==> src/rtl/mem_stage_pkg.sv <==
// Shared definitions for the memory-stage controller.
//   memState_t              : access FSM states (IDLE, ACCESS)
//   PCSRC_*                 : PC-select mux encodings driven on out_PCSrc
//   DEFAULT_TIMEOUT_CYCLES  : default access timeout (used with MEM_TIMEOUT_EN)
package mem_stage_pkg;

  typedef enum logic {
    IDLE   = 1'b0,
    ACCESS = 1'b1
  } memState_t;

  localparam logic [1:0] PCSRC_SEQ    = 2'b00;
  localparam logic [1:0] PCSRC_BRANCH = 2'b01;
  localparam logic [1:0] PCSRC_JUMP   = 2'b10;

  localparam int unsigned DEFAULT_TIMEOUT_CYCLES = 16;

endpackage

==> src/rtl/mem_timeout_counter.sv <==
// Access-timeout counter for the memory-stage controller.
// Counts falling edges while enabled; `expired` flags the enabled cycle whose
// closing edge brings the count to LIMIT.
// Ports:
//   clk     : pipeline clock (state updates on the falling edge)
//   reset   : synchronous, active-low
//   clear   : return the count to zero at the next edge
//   enable  : count this cycle (ACCESS cycle without mem_ready)
//   expired : this cycle is the one that reaches LIMIT
module mem_timeout_counter #(
  parameter int unsigned LIMIT = 16
) (
  input  logic clk,
  input  logic reset,
  input  logic clear,
  input  logic enable,
  output logic expired
);

  localparam int unsigned CW = $clog2(LIMIT + 1);

  logic [CW-1:0] count;

  always_ff @(negedge clk) begin
    if (!reset || clear) begin
      count <= '0;
    end else if (enable) begin
      count <= count + CW'(1);
    end
  end

  assign expired = enable && (count == CW'(LIMIT - 1));

endmodule

==> src/rtl/mem_stage_controller.sv <==
// Memory-stage controller fed by the EX/MEM pipeline register.
// Resolves BEQ/BNE/J into a PC redirect plus flush, and runs a ready-handshaked
// data-memory access for loads/stores, stalling the pipeline while it waits.
// Optional feature: define MEM_TIMEOUT_EN to abort accesses that wait
// TIMEOUT_CYCLES and raise the sticky out_MemError flag.
// Ports:
//   clk, reset             : falling-edge clock, synchronous active-low reset
//   in_*                   : EX/MEM register outputs (control bits, ALU result,
//                            store data, jump/branch targets)
//   mem_req/we/addr/wdata  : data-memory request side
//   mem_rdata, mem_ready   : data-memory response side
//   out_ReadData           : load data to MEM/WB
//   out_Stall              : freeze PC and pipeline registers
//   out_PCSrc/TargetAddress: PC-select and redirect address
//   out_Flush              : flush younger pipeline registers
//   out_MemError           : sticky access-timeout flag
module mem_stage_controller
  import mem_stage_pkg::*;
#(
  parameter int unsigned TIMEOUT_CYCLES = DEFAULT_TIMEOUT_CYCLES
) (
  input  logic        clk,
  input  logic        reset,
  input  logic        in_Zero,
  input  logic        in_CtrlJump,
  input  logic        in_CtrlMemRead,
  input  logic        in_CtrlMemWrite,
  input  logic        in_CtrlBranchEquals,
  input  logic        in_CtrlBranchNotEquals,
  input  logic [31:0] in_ALUResult,
  input  logic [31:0] in_ReadData2,
  input  logic [31:0] in_JumpAddress,
  input  logic [31:0] in_BranchAddress,
  input  logic [31:0] mem_rdata,
  input  logic        mem_ready,
  output logic        mem_req,
  output logic        mem_we,
  output logic [31:0] mem_addr,
  output logic [31:0] mem_wdata,
  output logic [31:0] out_ReadData,
  output logic        out_Stall,
  output logic [1:0]  out_PCSrc,
  output logic [31:0] out_TargetAddress,
  output logic        out_Flush,
  output logic        out_MemError
);

  memState_t   state;
  memState_t   nextState;
  logic        access;
  logic        taken;
  logic        expired;
  logic        readComplete;
  logic [31:0] readDataReg;

  assign access    = in_CtrlMemRead | in_CtrlMemWrite;
  assign taken     = (in_CtrlBranchEquals & in_Zero) | (in_CtrlBranchNotEquals & ~in_Zero);
  assign mem_we    = in_CtrlMemWrite;
  assign mem_addr  = in_ALUResult;
  assign mem_wdata = in_ReadData2;

  // State register
  always_ff @(negedge clk) begin
    if (!reset) begin
      state <= IDLE;
    end else begin
      state <= nextState;
    end
  end

  // Next-state logic
  always_comb begin
    nextState = state;
    case (state)
      IDLE:    if (access && !mem_ready) nextState = ACCESS;
      ACCESS:  if (mem_ready || expired) nextState = IDLE;
      default: nextState = IDLE;
    endcase
  end

  // Output logic; everything handshake/redirect related is gated off in reset
  always_comb begin
    mem_req           = 1'b0;
    out_Stall         = 1'b0;
    out_PCSrc         = PCSRC_SEQ;
    out_TargetAddress = '0;
    out_Flush         = 1'b0;
    readComplete      = 1'b0;
    if (reset) begin
      case (state)
        IDLE:    mem_req = access;
        // An expiring access drops its request in the expiry cycle itself
        ACCESS:  mem_req = ~expired;
        default: mem_req = 1'b0;
      endcase
      out_Stall    = mem_req & ~mem_ready;
      // Write wins when both read and write are set
      readComplete = mem_req & mem_ready & ~in_CtrlMemWrite;
      if (in_CtrlJump) begin
        out_PCSrc         = PCSRC_JUMP;
        out_TargetAddress = in_JumpAddress;
      end else if (taken) begin
        out_PCSrc         = PCSRC_BRANCH;
        out_TargetAddress = in_BranchAddress;
      end
      // A redirecting memory instruction flushes only in its completion cycle
      out_Flush = (out_PCSrc != PCSRC_SEQ) & ~out_Stall;
    end
  end

  always_ff @(negedge clk) begin
    if (!reset) begin
      readDataReg <= '0;
    end else if (readComplete) begin
      readDataReg <= mem_rdata;
    end
  end

  assign out_ReadData = readComplete ? mem_rdata : readDataReg;

`ifdef MEM_TIMEOUT_EN
  logic counting;
  logic memErrorReg;

  assign counting = (state == ACCESS) & ~mem_ready;

  mem_timeout_counter #(
    .LIMIT(TIMEOUT_CYCLES)
  ) uTimeout (
    .clk    (clk),
    .reset  (reset),
    .clear  (~counting),
    .enable (counting),
    .expired(expired)
  );

  always_ff @(negedge clk) begin
    if (!reset) begin
      memErrorReg <= 1'b0;
    end else if (expired) begin
      memErrorReg <= 1'b1;
    end
  end

  assign out_MemError = memErrorReg;
`else
  logic unusedTimeoutCfg;

  assign unusedTimeoutCfg = ^TIMEOUT_CYCLES;
  assign expired          = 1'b0;
  assign out_MemError     = 1'b0;
`endif

endmodule

==> config.mk <==
export PLATFORM = sky130hd
export DESIGN_NAME = mem_stage_controller
export DESIGN_NICKNAME = d
export VERILOG_FILES = /design/src/rtl/mem_stage_pkg.sv /design/src/rtl/mem_timeout_counter.sv /design/src/rtl/mem_stage_controller.sv
export SDC_FILE = /design/constraint.sdc
export NUM_CORES = 1
export LEC_CHECK = 0
export ABC_CLOCK_PERIOD_IN_PS = 2480
export CAP_MARGIN = 25
export CORE_AREA = 2 2 118 120
export CTS_BUF_LIST = sky130_fd_sc_hd__clkbuf_8 sky130_fd_sc_hd__clkbuf_16
export DETAILED_ROUTE_END_ITERATION = 8
export DIE_AREA = 0 0 120 122
export SYNTH_ARGS = -nofsm -noshare
export SYNTH_HDL_FRONTEND = slang
export SYNTH_SLANG_ARGS = --single-unit
==> constraint.sdc <==
create_clock -name clk -period 2.48 [get_ports clk]
set_input_delay 0.62 -clock clk [delete_from_list [all_inputs] [get_ports clk]]
set_output_delay 0.62 -clock clk [all_outputs]
set_load 0.1 [all_outputs]
==> flow_summary.rst, run 1 <==
.. list-table::
   :header-rows: 1

   * - Metric
     - Value
   * - Run status
     - finished, violations left
   * - Failing checks
     - negative setup slack
   * - Overall die width
     - 120 µm
   * - Overall global routing resource usage
     - 13.45%
   * - Final WL
     - 11,380 µm
   * - Maximum Capacitance Violations
     - 0
   * - Number of search-and-repair iterations in the first detailed-routing pass
     - 4
   * - Boundary pin count
     - 304
   * - Ordered cell list for the critical path
     - or2_4 > nand3_4 > buf_12 > mux2_4 > buf_12
   * - Starting utilization of the core area
     - 20.24%
   * - Synth warn
     - 0
   * - Top post-synthesis cells by count
     - sky130_fd_sc_hd__buf_4 (67), sky130_fd_sc_hd__dfxtp_1 (33), sky130_fd_sc_hd__o21ai_0 (33)
   * - Core footprint
     - 13,500 µm²
   * - Delay of the slowest cell on the worst path
     - 0.32 ns
   * - Dominant cell type by count on the critical path
     - sky130_fd_sc_hd__buf_12
   * - Floorplan die area
     - 14,640 µm²
   * - TritonCTS sink count
     - 33
   * - Via density
     - 4.497
   * - Per-instance average area after synthesis
     - 8.989 µm²
   * - Vertical extent of the die
     - 122 µm
   * - Classification of the worst setup path
     - reg -> out
   * - Global-route wire length before repair
     - 15,460 µm
   * - Cells after synthesis
     - 304
   * - Sequential share of the synthesized area
     - 24.18%
   * - Total power
     - 2.986 mW
   * - Pin count of the biggest net entering global routing
     - 34
   * - Critical Path Slowest Stage Cell
     - sky130_fd_sc_hd__mux2_4
   * - Antenna cells
     - 0
   * - Arrival time at the worst endpoint
     - 2.95 ns
   * - Clock transition at the registers of the reported paths
     - 0.03 ns
   * - Post-route clock skew
     - 0.01111 ns
   * - Worst-path fanout max
     - 11
   * - Max Root-Sink Buffers
     - 2
   * - Count of final hold-check violations
     - 0
   * - TritonCTS clock tree
     - yes
   * - Proportion of layout cells with a drive suffix above 1
     - 45.76%
   * - Gp weighted congestion
     - 0.6986
   * - Later-pin clock latency in the skew report
     - 0.36 ns
   * - Synthesized Nets
     - 473
   * - Final setup violation count
     - 40
   * - Class of the most critical hold timing path
     - reg -> reg
   * - Power density cells
     - 488.1 nW/µm²
   * - Count of hold-fix buffers inserted at cts
     - 0
   * - Count of cell types in the netlist
     - 26
   * - Layout-stage area growth over the synthesis result
     - 123.9%
   * - Setup crit start kind
     - flop
   * - Max IR drop VDD
     - 0.2554 mV
   * - Count of flip-flops with a built-in enable after synthesis
     - 0
   * - Max-slew violation count
     - 0
   * - Count of port buffers added during placement
     - 174
   * - RSZ-0062 raised after global routing
     - true
   * - Clock tree root buffer cell
     - sky130_fd_sc_hd__clkbuf_16
   * - Average wire per cell in the routed design
     - 17.45 µm
   * - FF+latch count, synth
     - 33
   * - Critical Path End Type
     - primary output
   * - Hold_ws
     - 0.4571 ns
   * - # H-tree levels
     - 2
   * - Leading post-synthesis cells by cell area
     - sky130_fd_sc_hd__dfxtp_1 (24%), sky130_fd_sc_hd__buf_4 (18%), sky130_fd_sc_hd__mux2_4 (16%)
   * - DRC
     - 0
   * - Number of nets in the layout
     - 640
   * - Data required time of the worst path
     - 1.86 ns
   * - Count of routing violations after the opening detailed-route iteration
     - 132
   * - Share of flip-flops with an asynchronous set or reset
     - 0%
   * - Yosys top cell by area
     - sky130_fd_sc_hd__dfxtp_1
   * - Final Worst Setup Slack
     - -1.086 ns
   * - Leak Pwr
     - 2.675 nW
   * - Mapped Area
     - 2733 µm²
   * - Count of standard-cell rows
     - 43
   * - Detail Placement HPWL
     - 7278 µm
   * - Inserted Clock Buffers
     - 5
   * - Antenna Violating Nets Remaining
     - 0
   * - Area share of the largest cell type after synthesis
     - 24.18%
   * - Total congestion overflow after global routing
     - 0
   * - Most repeated cell in the gate-level netlist after synthesis
     - sky130_fd_sc_hd__buf_4
   * - Via count
     - 2,932
   * - Most used DFF post-synth
     - sky130_fd_sc_hd__dfxtp_1
   * - Number of antenna violations at the first check in global routing
     - 0
   * - Vias in the first global route
     - 3,048
[through the flow]
stage	utilization (%)	setup TNS [ns]	area [µm²]	worst slack, ns	std cells
2_1_floorplan	-	-29.85	2877	-0.7333	304
3_3_place_gp	38.49	-60.05	5197	-0.7965	590
3_5_place_dp	38.49	-61.35	5197	-0.8058	590
4_1_cts	43.76	-41.53	5909	-1.114	646
5_1_grt	45.31	-38.77	6118	-1.139	652
6_report	45.31	-36.37	6118	-1.086	652
[per-layer routing]
metal	share of wire [%]	up-vias	global-route usage, %
met5	0	-	0
met4	2.0	0	5.882
met3	7.0	35	4.869
met2	52	140	23.19
met1	39	1392	14.89
li1	-	1365	-
[power breakdown]
part	total (mW)	switching, mW	internal (mW)
clock network	1.01	0.364	0.644
logic	1.41	0.779	0.632
registers	0.567	0.0103	0.557
total	2.99	1.15	1.83
[placed cells by master, fill, tap and decap left out, types with 2 or more instances in the layout]
| cell type | count |
|---|---|
| sky130_fd_sc_hd__nor3b_4 | 2 |
| sky130_fd_sc_hd__dfxtp_1 | 32 |
| sky130_fd_sc_hd__a22o_2 | 6 |
| sky130_fd_sc_hd__buf_4 | 20 |
| sky130_fd_sc_hd__nand3_2 | 5 |
| sky130_fd_sc_hd__buf_12 | 80 |
| sky130_fd_sc_hd__mux2_4 | 32 |
| sky130_fd_sc_hd__a21boi_1 | 30 |
| sky130_fd_sc_hd__inv_1 | 35 |
| sky130_fd_sc_hd__clkbuf_16 | 8 |
| sky130_fd_sc_hd__buf_16 | 4 |
| sky130_fd_sc_hd__o21ai_2 | 3 |
| sky130_fd_sc_hd__buf_6 | 10 |
| sky130_fd_sc_hd__buf_2 | 2 |
| sky130_fd_sc_hd__bufinv_16 | 2 |
| sky130_fd_sc_hd__o21ai_0 | 6 |
| sky130_fd_sc_hd__clkbuf_2 | 2 |
| sky130_fd_sc_hd__bufbuf_16 | 2 |
| sky130_fd_sc_hd__o21ai_1 | 24 |
| sky130_fd_sc_hd__buf_8 | 2 |
| sky130_fd_sc_hd__clkdlybuf4s50_1 | 96 |
| sky130_fd_sc_hd__nand3_1 | 27 |
| sky130_fd_sc_hd__a22o_4 | 26 |
[worst paths after layout]
| kind | cells after the start | slack (ns) | end | from |
|---|---|---|---|---|
| max | 5 | -1.09 | out_ReadData[31] | state |
| min reg2reg | 2 | 0.46 | readDataReg[8] | readDataReg[8] |
| min | 2 | 0.46 | readDataReg[8] | readDataReg[8] |
| max reg2reg | 6 | 1.14 | readDataReg[31] | state |
[logic make-up (layout without fill, tap and decap cells)]
logic type	after synthesis	count (layout)	share of synthesized area, %
mux	33	33	17.67
other cells	1	1	0.1372
simple gates	43	43	9.020
compound gates	98	98	25.27
buf+inv	96	264	23.72
flops	33	33	24.18
[final cells by class]
type | instances | area, µm²
Sequential cell | 33 | 661.9
Clock inverter | 36 | 187.7
Multi-Input combinational cell | 175 | 1779
Fill cell | 1215 | 7386
Inverter | 1 | 3.754
Clock buffer | 5 | 125.1
Timing Repair Buffer | 222 | 3136
Tap cell | 180 | 225.2
[critical path, delay by kind of cell (launching register included)]
kind                   cells  cell delay [ns]
and+or+nand+nor            2             0.38
muxes                      1             0.32
buffers and inverters      2             0.34
DFF                        1             0.31
[timing repair]
item | 4_1_cts | 5_1_grt
cloned | 6 | 5
endpoints found under the setup margin | 102 | 73
setup buffers | 11 | 2
resized for setup | 58 | 81
pin swaps | 8 | 33
[state kept, by name (all words and copies together), names as in the netlist]
signal	count
state	1
readDataReg	32
Note: power is estimated with default switching activity, not from simulation.
==> run 2: changes to the inputs <==
- CORE_AREA: 2 2 118 120 -> 5 5 114 116
- DIE_AREA: 0 0 120 122 -> 0 0 119 121
- PLACE_DENSITY: unset -> 0.69
==> flow_summary.rst, run 2 (synthesis gave the netlist of run 1 again) <==
.. list-table::
   :header-rows: 1

   * - Metric
     - Value
   * - Max Root-Sink Buffers
     - 2 (unchanged)
   * - Final Worst Setup Slack
     - -1.121 ns (-0.03431 ns)
   * - Filler cells
     - 1,010 (-17%)
   * - Floorplan die area
     - 14,400 µm² (-1.6%)
   * - Clock tree root buffer cell
     - sky130_fd_sc_hd__clkbuf_16
   * - Starting utilization of the core area
     - 23.14% (+2.9 points)
   * - TritonCTS sink count
     - 33 (unchanged)
   * - Class of the most critical hold timing path
     - reg -> reg
   * - Maximum Capacitance Violations
     - 0 (unchanged)
   * - Number of nets in the layout
     - 647 (+1.1%)
   * - Antenna Violating Nets Remaining
     - 0 (unchanged)
   * - Arrival time at the worst endpoint
     - 2.98 ns (+0.03 ns)
   * - Antenna cells
     - 0 (unchanged)
   * - NetSw
     - 1.161 mW (+0.64%)
   * - Combinational group share of total power
     - 51.3% (+4.0 points)
   * - Proportion of layout cells with a drive suffix above 1
     - 48.85% (+3.1 points)
   * - RSZ-0062 raised after global routing
     - true
   * - Number of antenna violations at the first check in global routing
     - 0 (unchanged)
   * - Later-pin clock latency in the skew report
     - 0.35 ns (about the same)
   * - Count of hold-fix buffers inserted at cts
     - 0 (unchanged)
   * - Final instance area
     - 6181 µm² (+1.0%)
   * - Delay of the slowest cell on the worst path
     - 0.33 ns (about the same)
   * - Worst-path fanout max
     - 11 (unchanged)
   * - Setup crit start kind
     - flop
   * - Top library cells by usage in the layout, fill and taps aside
     - sky130_fd_sc_hd__clkdlybuf4s50_1 (96), sky130_fd_sc_hd__buf_12 (81), sky130_fd_sc_hd__inv_1 (35)
   * - Detailed-routing wirelength on met1
     - 4376 µm (-1.7%)
   * - Count of final hold-check violations
     - 0 (unchanged)
   * - WL met2
     - 6348 µm (+7.5%)
   * - Pin count of the biggest net entering global routing
     - 28 (-18%)
   * - Placed Cells incl. Taps
     - 558 (-5.4%)
   * - Run status
     - finished, violations left
   * - Via density
     - 4.772 (+6.1%)
   * - Layout-stage area growth over the synthesis result
     - 126.2%
   * - Switching share of power
     - 41.30% (+2.7 points)
   * - Leak Pwr
     - 2.695 nW (+0.75%)
   * - Overall global routing resource usage
     - 14.76% (+1.3 points)
   * - Flip-flop and latch area
     - 661.9 µm² (unchanged)
   * - Met3 WL post-DR
     - 914 µm (+15%)
   * - Ordered cell list for the critical path
     - or2_4 > nand3_4 > buf_12 > mux2_4 > buf_12
   * - Clock network fraction of total power
     - 28.5% (-5.3 points)
   * - Number of search-and-repair iterations in the first detailed-routing pass
     - 4 (unchanged)
   * - Max-slew violation count
     - 0 (unchanged)
   * - Core footprint
     - 11,810 µm² (-13%)
   * - Register share of total power
     - 20.2% (+1.2 points)
   * - DRC
     - 0 (unchanged)
   * - Max IR drop VDD
     - 0.2628 mV (+2.9%)
   * - Top routing layer used
     - met4
   * - Largest registers
     - readDataReg: 32 flops, state: 1 flops
   * - Critical Path End Type
     - primary output
   * - Hold_ws
     - 0.4720 ns (+0.01492 ns)
   * - Detail Placement HPWL
     - 7747 µm (+6.4%)
   * - Flip-flop count of the largest register, all copies and words added
     - 32 (unchanged)
   * - Power Internal
     - 1.650 mW (-10%)
   * - Failing checks
     - negative setup slack
   * - TritonCTS clock tree
     - yes
   * - Final WL
     - 11,890 µm (+4.5%)
   * - # H-tree levels
     - 2 (unchanged)
   * - Average wire per cell in the routed design
     - 18.99 µm (+8.8%)
   * - Post-route clock skew
     - 0.009538 ns (-0.001573 ns)
   * - Overall die width
     - 119 µm (-0.83%)
   * - Count of port buffers added during placement
     - 174 (unchanged)
   * - Post-place instance area
     - 5151 µm² (-0.89%)
   * - Final setup violation count
     - 61 (+53%)
   * - Classification of the worst setup path
     - reg -> out
   * - Gp weighted congestion
     - 0.7079 (+1.3%)
   * - Boundary pin count
     - 304 (unchanged)
   * - Total congestion overflow after global routing
     - 0 (unchanged)
   * - Inserted Clock Buffers
     - 5 (unchanged)
   * - Share of the core filled with cells in the final layout
     - 52.33% (+7.0 points)
   * - Power density cells
     - 454.8 nW/µm² (-6.8%)
   * - Total power
     - 2.811 mW (-5.9%)
   * - Count of standard-cell rows
     - 40 (-7.0%)
   * - Clock transition at the registers of the reported paths
     - 0.04 ns (about the same)
   * - Dominant cell type by count on the critical path
     - sky130_fd_sc_hd__buf_12
   * - Largest register by flop count
     - readDataReg
   * - Global-route wire length before repair
     - 17,060 µm (+10%)
   * - Final Non-Filler Cells
     - 626 (-4.0%)
   * - Most common cell after layout, fill and taps aside
     - sky130_fd_sc_hd__clkdlybuf4s50_1
   * - Critical Path Slowest Stage Cell
     - sky130_fd_sc_hd__mux2_4
   * - Vertical extent of the die
     - 121 µm (-0.82%)
   * - Vias in the first global route
     - 3,280 (+7.6%)
   * - Multi-input combinational cell area
     - 1810 µm² (+1.8%)
   * - Data required time of the worst path
     - 1.86 ns (about the same)
   * - Count of routing violations after the opening detailed-route iteration
     - 100 (-24%)
   * - Via count
     - 2,987 (+1.9%)
## run 2: changes by cell type in the layout (fill, tap and decap cells not counted), moves of 2 or more
cell                        change
sky130_fd_sc_hd__a22o_1         +2
sky130_fd_sc_hd__a22o_2         +3
sky130_fd_sc_hd__a22o_4         -5
sky130_fd_sc_hd__buf_16         +5
sky130_fd_sc_hd__buf_2          +2
sky130_fd_sc_hd__buf_6          +3
sky130_fd_sc_hd__bufbuf_16      -2
sky130_fd_sc_hd__bufinv_16      -2
sky130_fd_sc_hd__nand3_1       -13
sky130_fd_sc_hd__nand3_2       +12
sky130_fd_sc_hd__o21ai_0       +19
sky130_fd_sc_hd__o21ai_1       -17
sky130_fd_sc_hd__o21ai_2        -2
## run 2: final cells by class
| cell class | count | area share (%) |
|---|---|---|
| Timing Repair Buffer | 229 | 52.69 |
| Multi-Input combinational cell | 175 | 29.29 |
| Sequential cell | 33 | 10.71 |
| Tap cell | 147 | 2.976 |
| Clock inverter | 36 | 2.247 |
| Clock buffer | 5 | 2.024 |
| Inverter | 1 | 0.06073 |
## run 2: worst paths after layout
kind	endpoint	start	slack, ns	cells after the start
worst max-delay path	out_ReadData[29]	state	-1.12	5
worst min-delay path	readDataReg[13]	readDataReg[13]	0.47	2
worst max register to register	readDataReg[15]	state	1.08	8
worst min register to register	readDataReg[13]	readDataReg[13]	0.47	2
## run 2: per-layer routing
| layer | vias to the layer above | global-route usage (%) |
|---|---|---|
| li1 | 1377 | - |
| met1 | 1438 | 15.48 |
| met2 | 141 | 26.25 |
| met3 | 31 | 5.874 |
| met4 | 0 | 6.083 |
| met5 | - | 0 |
## run 2: through the flow
stage / worst slack (ns) / setup TNS, ns
finish: -1.121 / -39.39
global route: -1.171 / -42.27
floorplan: -0.7333 / -29.85
CTS: -1.127 / -40.72
detailed placement: -0.8185 / -60.67
global placement: -0.7559 / -58.50
## run 2: critical path, delay by kind of cell, from the launching register on
family	cells	cell delay, ns
simple gates	2	0.39
buf+inv	2	0.35
mux	1	0.33
flops	1	0.32
## run 2: what timing repair did
| item | CTS | global route |
|---|---|---|
| endpoints found under the hold margin | 0 | 0 |
| setup endpoints to repair | 102 | 84 |
| gates resized for setup | 105 | 37 |
| gates cloned | 9 | 4 |
| setup buffers | 15 | 5 |
| pin swaps | 10 | 17 |
## run 2: power groups by stage
stage	registers, mW	clock network [mW]	logic (mW)
finish	0.568	0.800	1.44
global placement	0.572	0.0838	1.27
CTS	0.567	0.845	1.41
global route	0.567	0.909	1.49
detailed placement	0.573	0.0838	1.28
floorplan	0.570	0.0838	1.20
